===== config.mk =====
export PLATFORM = sky130hd
export DESIGN_NAME = pc_sequencer
export DESIGN_NICKNAME = d
export VERILOG_FILES = /design/src/rtl/pc_sequencer.sv
export SDC_FILE = /design/constraint.sdc
export NUM_CORES = 1
export LEC_CHECK = 0
export ABC_AREA = 1
export BUFFER_PORTS_ARGS = -buffer_cell sky130_fd_sc_hd__buf_2
export CAP_MARGIN = 0
export CORE_UTILIZATION = 30
export CTS_BUF_LIST = sky130_fd_sc_hd__clkbuf_8
export CTS_CLUSTER_DIAMETER = 80
export DETAILED_ROUTE_END_ITERATION = 10
export PLACE_DENSITY_LB_ADDON = 0.08
export RECOVER_POWER = 100
export SLEW_MARGIN = 10
export SYNTH_ARGS = -nofsm -noshare
export SYNTH_HDL_FRONTEND = slang
export SYNTH_SLANG_ARGS = --single-unit

===== constraint.sdc =====
create_clock -name clk -period 2.2 [get_ports clk]
set_input_delay 0.44 -clock clk [delete_from_list [all_inputs] [get_ports clk]]
set_output_delay 0.44 -clock clk [all_outputs]
set_load 0.05 [all_outputs]

===== src/rtl/pc_sequencer.sv =====
// Fetch-stage program-counter sequencer. Owns the PC, applies LUT jump targets
// (absolute or PC-relative), keeps a call/return stack and runs start/halt control.
module pc_sequencer #(
  parameter int D  = 10,
  parameter int SD = 4
) (
  input  logic         clk,
  input  logic         reset,
  input  logic         start,
  input  logic         stall,
  input  logic         halt_req,
  input  logic         branch_en,
  input  logic         branch_rel,
  input  logic         call,
  input  logic         ret,
  input  logic [3:0]   lut_idx,
  output logic [3:0]   lut_addr,
  input  logic [D-1:0] lut_target,
  output logic [D-1:0] prog_ctr,
  output logic         running,
  output logic         done,
  output logic         stack_ovf,
  output logic         stack_unf
);

  localparam int AW  = $clog2(SD);
  localparam int SPW = AW + 1;
  localparam logic [D-1:0]   PC_ONE  = D'(1);
  localparam logic [SPW-1:0] SP_ONE  = SPW'(1);
  localparam logic [SPW-1:0] SP_FULL = SPW'(SD);

  typedef enum logic [1:0] {IDLE, RUN, DONE} state_t;

  state_t         state, next_state;
  logic [D-1:0]   stack_mem [SD];
  logic [SPW-1:0] sp, sp_dec;
  logic [D-1:0]   pc_inc, jump_target, next_pc;
  logic           push, pop, set_ovf, set_unf, clear;

  assign lut_addr = lut_idx;
  assign pc_inc   = prog_ctr + PC_ONE;
  assign sp_dec   = sp - SP_ONE;
  // Relative mode relies on modular D-bit addition for negative offsets.
  assign jump_target = branch_rel ? (prog_ctr + lut_target) : lut_target;

  always_comb begin
    next_state = state;
    next_pc    = prog_ctr;
    push       = 1'b0;
    pop        = 1'b0;
    set_ovf    = 1'b0;
    set_unf    = 1'b0;
    clear      = 1'b0;
    if (!stall) begin
      case (state)
        IDLE, DONE: begin
          if (start) begin
            next_state = RUN;
            next_pc    = '0;
            clear      = 1'b1;
          end
        end
        RUN: begin
          if (halt_req) begin
            next_state = DONE;
          end else if (ret) begin
            if (sp != '0) begin
              pop     = 1'b1;
              next_pc = stack_mem[sp_dec[AW-1:0]];
            end else begin
              set_unf = 1'b1;
              next_pc = pc_inc;
            end
          end else if (call) begin
            if (sp != SP_FULL) begin
              push    = 1'b1;
              next_pc = jump_target;
            end else begin
              set_ovf = 1'b1;
              next_pc = pc_inc;
            end
          end else if (branch_en) begin
            next_pc = jump_target;
          end else begin
            next_pc = pc_inc;
          end
        end
        default: next_state = IDLE;
      endcase
    end
  end

  always_ff @(posedge clk) begin
    if (reset) begin
      state     <= IDLE;
      prog_ctr  <= '0;
      sp        <= '0;
      running   <= 1'b0;
      done      <= 1'b0;
      stack_ovf <= 1'b0;
      stack_unf <= 1'b0;
      for (int i = 0; i < SD; i++) stack_mem[i] <= '0;
    end else begin
      state    <= next_state;
      prog_ctr <= next_pc;
      running  <= (next_state == RUN);
      done     <= (next_state == DONE);
      if (clear) begin
        sp        <= '0;
        stack_ovf <= 1'b0;
        stack_unf <= 1'b0;
      end else begin
        if (push) begin
          stack_mem[sp[AW-1:0]] <= pc_inc;
          sp                    <= sp + SP_ONE;
        end
        if (pop)     sp        <= sp_dec;
        if (set_ovf) stack_ovf <= 1'b1;
        if (set_unf) stack_unf <= 1'b1;
      end
    end
  end

endmodule


# Yosys cells after proc, flatten, opt, wreduce, memory -nomap -nowiden
# Memories as Yosys holds them, arrays and structs flattened.
# Index checks and enable logic that the tools add are counted.
dict set report op_classes {
  n_addsub 4
  mul 0
  div 0
  n_lt_le_gt_ge 0
  n_eq_ne 7
  shift 0
  mux 49
  n_bitwise 1
  reduce_logical 8
}
# cell count
set ops {}
lappend ops {{$mux 10} 9}
lappend ops {{$mux 1} 32}
lappend ops {{$pmux 10 s2} 1}
lappend ops {{$add 10x1->10 const B} 1}
lappend ops {{$add 10x10->10} 1}
lappend ops {{$reduce_or 10->1} 1}
lappend ops {{$mux 2} 4}
lappend ops {{$mux 3} 2}
lappend ops {{$eq 2x1->1 const B} 2}
lappend ops {{$eq 2x2->1 const B} 2}
lappend ops {{$ne 2x2->1 const B} 2}
lappend ops {{$pmux 2 s2} 1}
lappend ops {{$reduce_and 4->1} 1}
lappend ops {{$reduce_bool 2->1} 2}
lappend ops {{$reduce_or 2->1} 2}
lappend ops {{$add 3x1->3 const B} 1}
lappend ops {{$ne 3x3->1 const B} 1}
lappend ops {{$reduce_bool 3->1} 1}
lappend ops {{$sub 3x1->3 const B} 1}
lappend ops {{$logic_not 2->1} 1}
lappend ops {{$not 1->1} 1}
dict set report word_totals {
  register_bits 19
  latch_bits 0
  ramBits 40
  rom_bits 0
  in_bits 23
  out_inout_bits 18
  word_cells 77
  mem_count 1
}
# memory words word_bits read_ports rd_clocked_by_memory_dff wr line_no
set mem_list {}
lappend mem_list {stack_mem 4 10 1 0 4 35} ;# logic [D-1:0] stack_mem [SD];

# Longest topological paths before layout
dict set report logic_depth {
  depth_word 13
  depth_mapped 14
  mapped_depth_nobuf 14
}

# Worst setup path after synthesis
# No wires, ideal clock.
dict set report synth_timing {
  path_kind {register -> register}
  start {register sp[0]}
  end {memory stack_mem[0][0], enable pin}
  setup_ps 340
  arrival_time_ps 2069
  required_time_ps 1860
  path_slack_ps -208
  path_stages_with_launch 14
  n_path_buf 2
  period_less_slack_ps 2408
  path_cell_list {dfxtp_1 -> inv_1 -> buf_1 -> ha_1 -> nand2_1 -> nand2_1 -> nor3_4 -> inv_2 -> nor2_4 -> inv_2 -> nor2_4 -> nand2_2 -> buf_6 -> nand2_1}
}
# item line_no
set synth_rtl {}
lappend synth_rtl {{start: declaration} 36} ;# logic [SPW-1:0] sp, sp_dec;
lappend synth_rtl {{start signal: assignment} 115} ;# sp <= sp + SP_ONE;
lappend synth_rtl {{start signal: assignment} 117} ;# if (pop) sp <= sp_dec;
lappend synth_rtl {{end: declaration} 35}

# Worst setup path after layout
dict set report layout_timing {
  start {register prog_ctr[0]}
  end {register prog_ctr[6]}
}
dict set report layout_via {
  elab_chain_len 7
  word_cells_on_any_way 10
  cone_classes {2 x add/sub; 8 x mux}
}
# item line_no
set layout_lines {}
lappend layout_lines {{start: declaration} 19} ;# output logic [D-1:0] prog_ctr,
lappend layout_lines {{start signal: assignment} 105} ;# prog_ctr <= next_pc;
lappend layout_lines {{$add 10x10->10} 44} ;# assign jump_target = branch_rel ? (prog_ctr + lut_target) : lut_target;
lappend layout_lines {{$mux 10} 44}
lappend layout_lines {{$mux 10, on equally long branches} {82, 75}}
lappend layout_lines {{$mux 10} 74} ;# end else if (call) begin
lappend layout_lines {{$mux 10 *} 66} ;# end else if (ret) begin
lappend layout_lines {{$mux 10 *} 64} ;# if (halt_req) begin
lappend layout_lines {{$pmux 10 s2 *} 55} ;# case (state)
# Mark *: on every way between the ends. The rest lies on a longest branch, timed or not. The select of a mux whose other input is x is not followed.
# A chain may end at the register's enable or synchronous reset.

==> results.json <==
{
  "status": "finished clean",
  "slew_headroom_pct": 59.5,
  "cts_root_buffer": "clkbuf_8",
  "cts_hold_buf": 0,
  "synth_edf_count": 40,
  "drt_iter0_drc": 131,
  "period_needed_ns": 2.00,
  "port_buffers": 32,
  "r2r-start": "prog_ctr[0]$_SDFFE_PP0P_",
  "regArea_um2": 1580,
  "num-fill-cells": 1246,
  "wl_per_cell_um": 15.5,
  "netSwitchingFraction_pct": 24.5,
  "cts_buffers": 9,
  "postCtsSetupBuffers": 0,
  "antenna_found_initial": 0,
  "finalPower_uw": 2440,
  "crit_chain": "clkbuf_2 > ha_1 > nand2_1 > nor2_1 > nand2_1 > xor2_1 > a21oi_1 > nand2_1 > a21oi_1",
  "ys_seq_elements": 59,
  "cp_max_fo": 12,
  "required_ns": 2.43,
  "hold_path_depth": 2,
  "vias": 3063,
  "overflow": 0,
  "die_w_um": 110,
  "rsz0062_at_grt": "no",
  "dieArea_um2": 12200,
  "worstSetupPathType": "reg -> reg",
  "ys_seq_area_share_pct": 44.8,
  "viasPerCell": 4.71,
  "layout-drive-gt1-share_pct": 12.6,
  "peakVddDrop_v": 0.000221,
  "maxCapViolCount": 0,
  "gp_congestion": 0.800,
  "netlist_area_um2": 3530,
  "antenna_cells": 0,
  "slew_violations": 0,
  "hold_end": "state[1]$_SDFF_PP0_",
  "area_delta_synth_final_pct": 15.8,
  "grt_pass1_vias": 2986,
  "clock_latency_ns": 0.34,
  "p_comb_share_pct": 8.5,
  "grt_pass1_wl_um": 16000,
  "cpMostUsedCell": "nand2_1",
  "crit_family": "simple AND/OR/NAND/NOR gates",
  "power.density_nw_per_um2": 598,
  "finalCoreUtilization_pct": 35.8,
  "power.share.clock_pct": 41.4,
  "ctsLongestPathBuffers": 2,
  "clkTransAtPathRegs_ns": 0.07,
  "slowest_delay_ns": 0.40,
  "grt_max_degree": 26,
  "reg2reg_depth": 9,
  "crit_path_start_kind": "register",
  "remaining_drc_errors": 0,
  "htreeDepth": 3,
  "p_leak_uw": 0.00168,
  "hold_class": "in -> reg",
  "timing.rr.end": "prog_ctr[6]$_SDFFE_PP0P_",
  "core_um2": 11400,
  "setup_tns_ns": 0,
  "skew_ns": 0.00868,
  "dp_cells": 634,
  "fin_cells": 650,
  "syn_inst": 458,
  "worstPathArrival_ns": 2.23,
  "multiInputGateArea_um2": 1680,
  "grt_use_total_pct": 17.2,
  "hold_viol_final": 0,
  "drt-pass1-iter-count": 4,
  "cts.sinks": 59,
  "antenna_left": 0,
  "cts_tree": "built",
  "internal-power_uw": 1840,
  "cp.buffers_inverters": 1,
  "cpMaxStageDelayCell": "xor2_1",
  "async_reset_ff_share_pct": 0,
  "seqPwrFrac_pct": 50.1,
  "regToRegSetupSlack_ns": 0.20,
  "synth.distinct_cells": 35,
  "tightest_slew_ns": 0.610,
  "fin_nets": 539,
  "syn_area_per_cell_um2": 7.70,
  "yosysWarnings": 0,
  "clock.fmax_mhz": 499,
  "period_share_pct": 91.1,
  "dp_hpwl_um": 7380,
  "num_rows": 39,
  "ys.flop_type": "edfxtp_1",
  "worstSetupEndpointType": "register",
  "postCtsResizedCells": 0,
  "num_io_pins": 41,
  "syn-num-nets": 495,
  "setup_viol": 0,
  "hp-start": "reset",
  "die_y_um": 110,
  "routed_wl_um": 10000,
  "initial_core_util_pct": 30.9,
  "switching_power_uw": 598
}
power groups by stage:
| stage | sequential, µW | combinational (µW) | clock [µW] |
|---|---|---|---|
| 2_1_floorplan | 1260 | 143 | 0 |
| 4_1_cts | 1220 | 215 | 1040 |
| 6_report | 1220 | 209 | 1010 |
| 5_1_grt | 1220 | 236 | 1080 |
| 3_5_place_dp | 1250 | 214 | 0 |
| 3_3_place_gp | 1250 | 215 | 0 |
worst reg2reg max path: stages, from the launching register on:
cell	delay [ns]
dfxtp_2	0.33
clkbuf_2	0.28
ha_1	0.22
nand2_1	0.08
nor2_1	0.19
nand2_1	0.08
xor2_1	0.40
a21oi_1	0.16
nand2_1	0.10
a21oi_1	0.05
kinds of logic (layout without fill, tap and decap cells):
family	count (synthesis)	in the layout	synth area share, %
and+or+nand+nor	230	230	27.4
AOI/OAI and AO/OA	83	83	13.0
buffers and inverters	65	114	7.88
DFF	59	59	44.8
adders and majority gates	14	14	5.18
xor gates and xnor gates	7	7	1.74
through the flow:
| stage | setup WS, ns | hold slack [ns] | instance area [µm²] |
|---|---|---|---|
| final | 0.197 | 0.389 | 4080 |
| after global routing | 0.0442 | 0.389 | 4080 |
| after CTS | 0.226 | 0.379 | 4120 |
| after detailed placement | 0.0659 | 0.463 | 3920 |
| after global placement | 0.109 | 0.448 | 3920 |
| after floorplan | 0.0332 | 0.444 | 3550 |
registers in the layout, indices dropped and copies added, names as in the netlist:
register	count
stack_mem	40
prog_ctr	10
done	1
sp	3
stack_ovf	1
running	1
stack_unf	1
state	2
Yosys cell counts, types with 2 or more instances:
library cell / instances / area [µm²]
nor2_4: 4 / 45.0
buf_2: 3 / 15.0
buf_6: 2 / 22.5
buf_4: 4 / 30.0
a21oi_1: 35 / 175
o221ai_1: 6 / 52.6
o211ai_1: 2 / 15.0
inv_1: 41 / 154
inv_2: 5 / 18.8
nand2_1: 99 / 372
xor2_1: 7 / 61.3
nand3_1: 17 / 85.1
o21ai_0: 32 / 160
o21a_1: 2 / 15.0
nand2_2: 3 / 18.8
ha_1: 13 / 163
nor2_1: 94 / 353
edfxtp_1: 40 / 1200
nor3_1: 4 / 20.0
nand4_1: 5 / 31.3
clkinv_1: 2 / 7.51
clkbuf_1: 7 / 26.3
dfxtp_1: 19 / 380
area by class of cell:
cell class / count / area share (%)
Sequential cell: 59 / 38.8
Multi-Input combinational cell: 334 / 41.0
Tap cell: 143 / 4.38
Clock inverter: 5 / 1.13
Timing Repair Buffer: 50 / 6.56
Clock buffer: 11 / 3.71
Inverter: 48 / 4.41
worst max path at each step:
| stage | cells past startpoint | from | endpoint |
|---|---|---|---|
| floorplan | 10 | sp[0]$_SDFFE_PP0P_ | stack_mem[2][0]$_SDFFCE_PN0P_ |
| global placement | 13 | lut_target[0] | prog_ctr[6]$_SDFFE_PP0P_ |
| detailed placement | 13 | lut_target[0] | prog_ctr[6]$_SDFFE_PP0P_ |
| CTS | 11 | sp[0]$_SDFFE_PP0P_ | prog_ctr[4]$_SDFFE_PP0P_ |
| global route | 8 | prog_ctr[0]$_SDFFE_PP0P_ | stack_mem[0][8]$_SDFFCE_PN0P_ |
| finish | 9 | prog_ctr[0]$_SDFFE_PP0P_ | prog_ctr[6]$_SDFFE_PP0P_ |
placed cells by master (no fill, tap or decap), types with 3 or more instances in the layout:
cell type,count
a21oi_1,35
buf_2,18
buf_4,14
clkbuf_1,14
clkbuf_2,4
clkbuf_8,11
clkinv_1,3
dfxtp_1,18
edfxtp_1,40
ha_1,13
inv_1,45
inv_2,3
nand2_1,98
nand2_2,3
nand3_1,17
nand4_1,5
nor2_1,94
nor2_4,4
nor3_1,4
o21ai_0,33
o221ai_1,6
xor2_1,7
per-layer routing:
layer  track usage (%)  wire [µm]  vias up
met5                 0          0        -
met4              5.33         61        0
met3              3.57        430        4
met2              28.2       4770       65
met1              22.8       4790     1399
li1                  -          -     1595
Note: power is estimated with default switching activity, not from simulation.
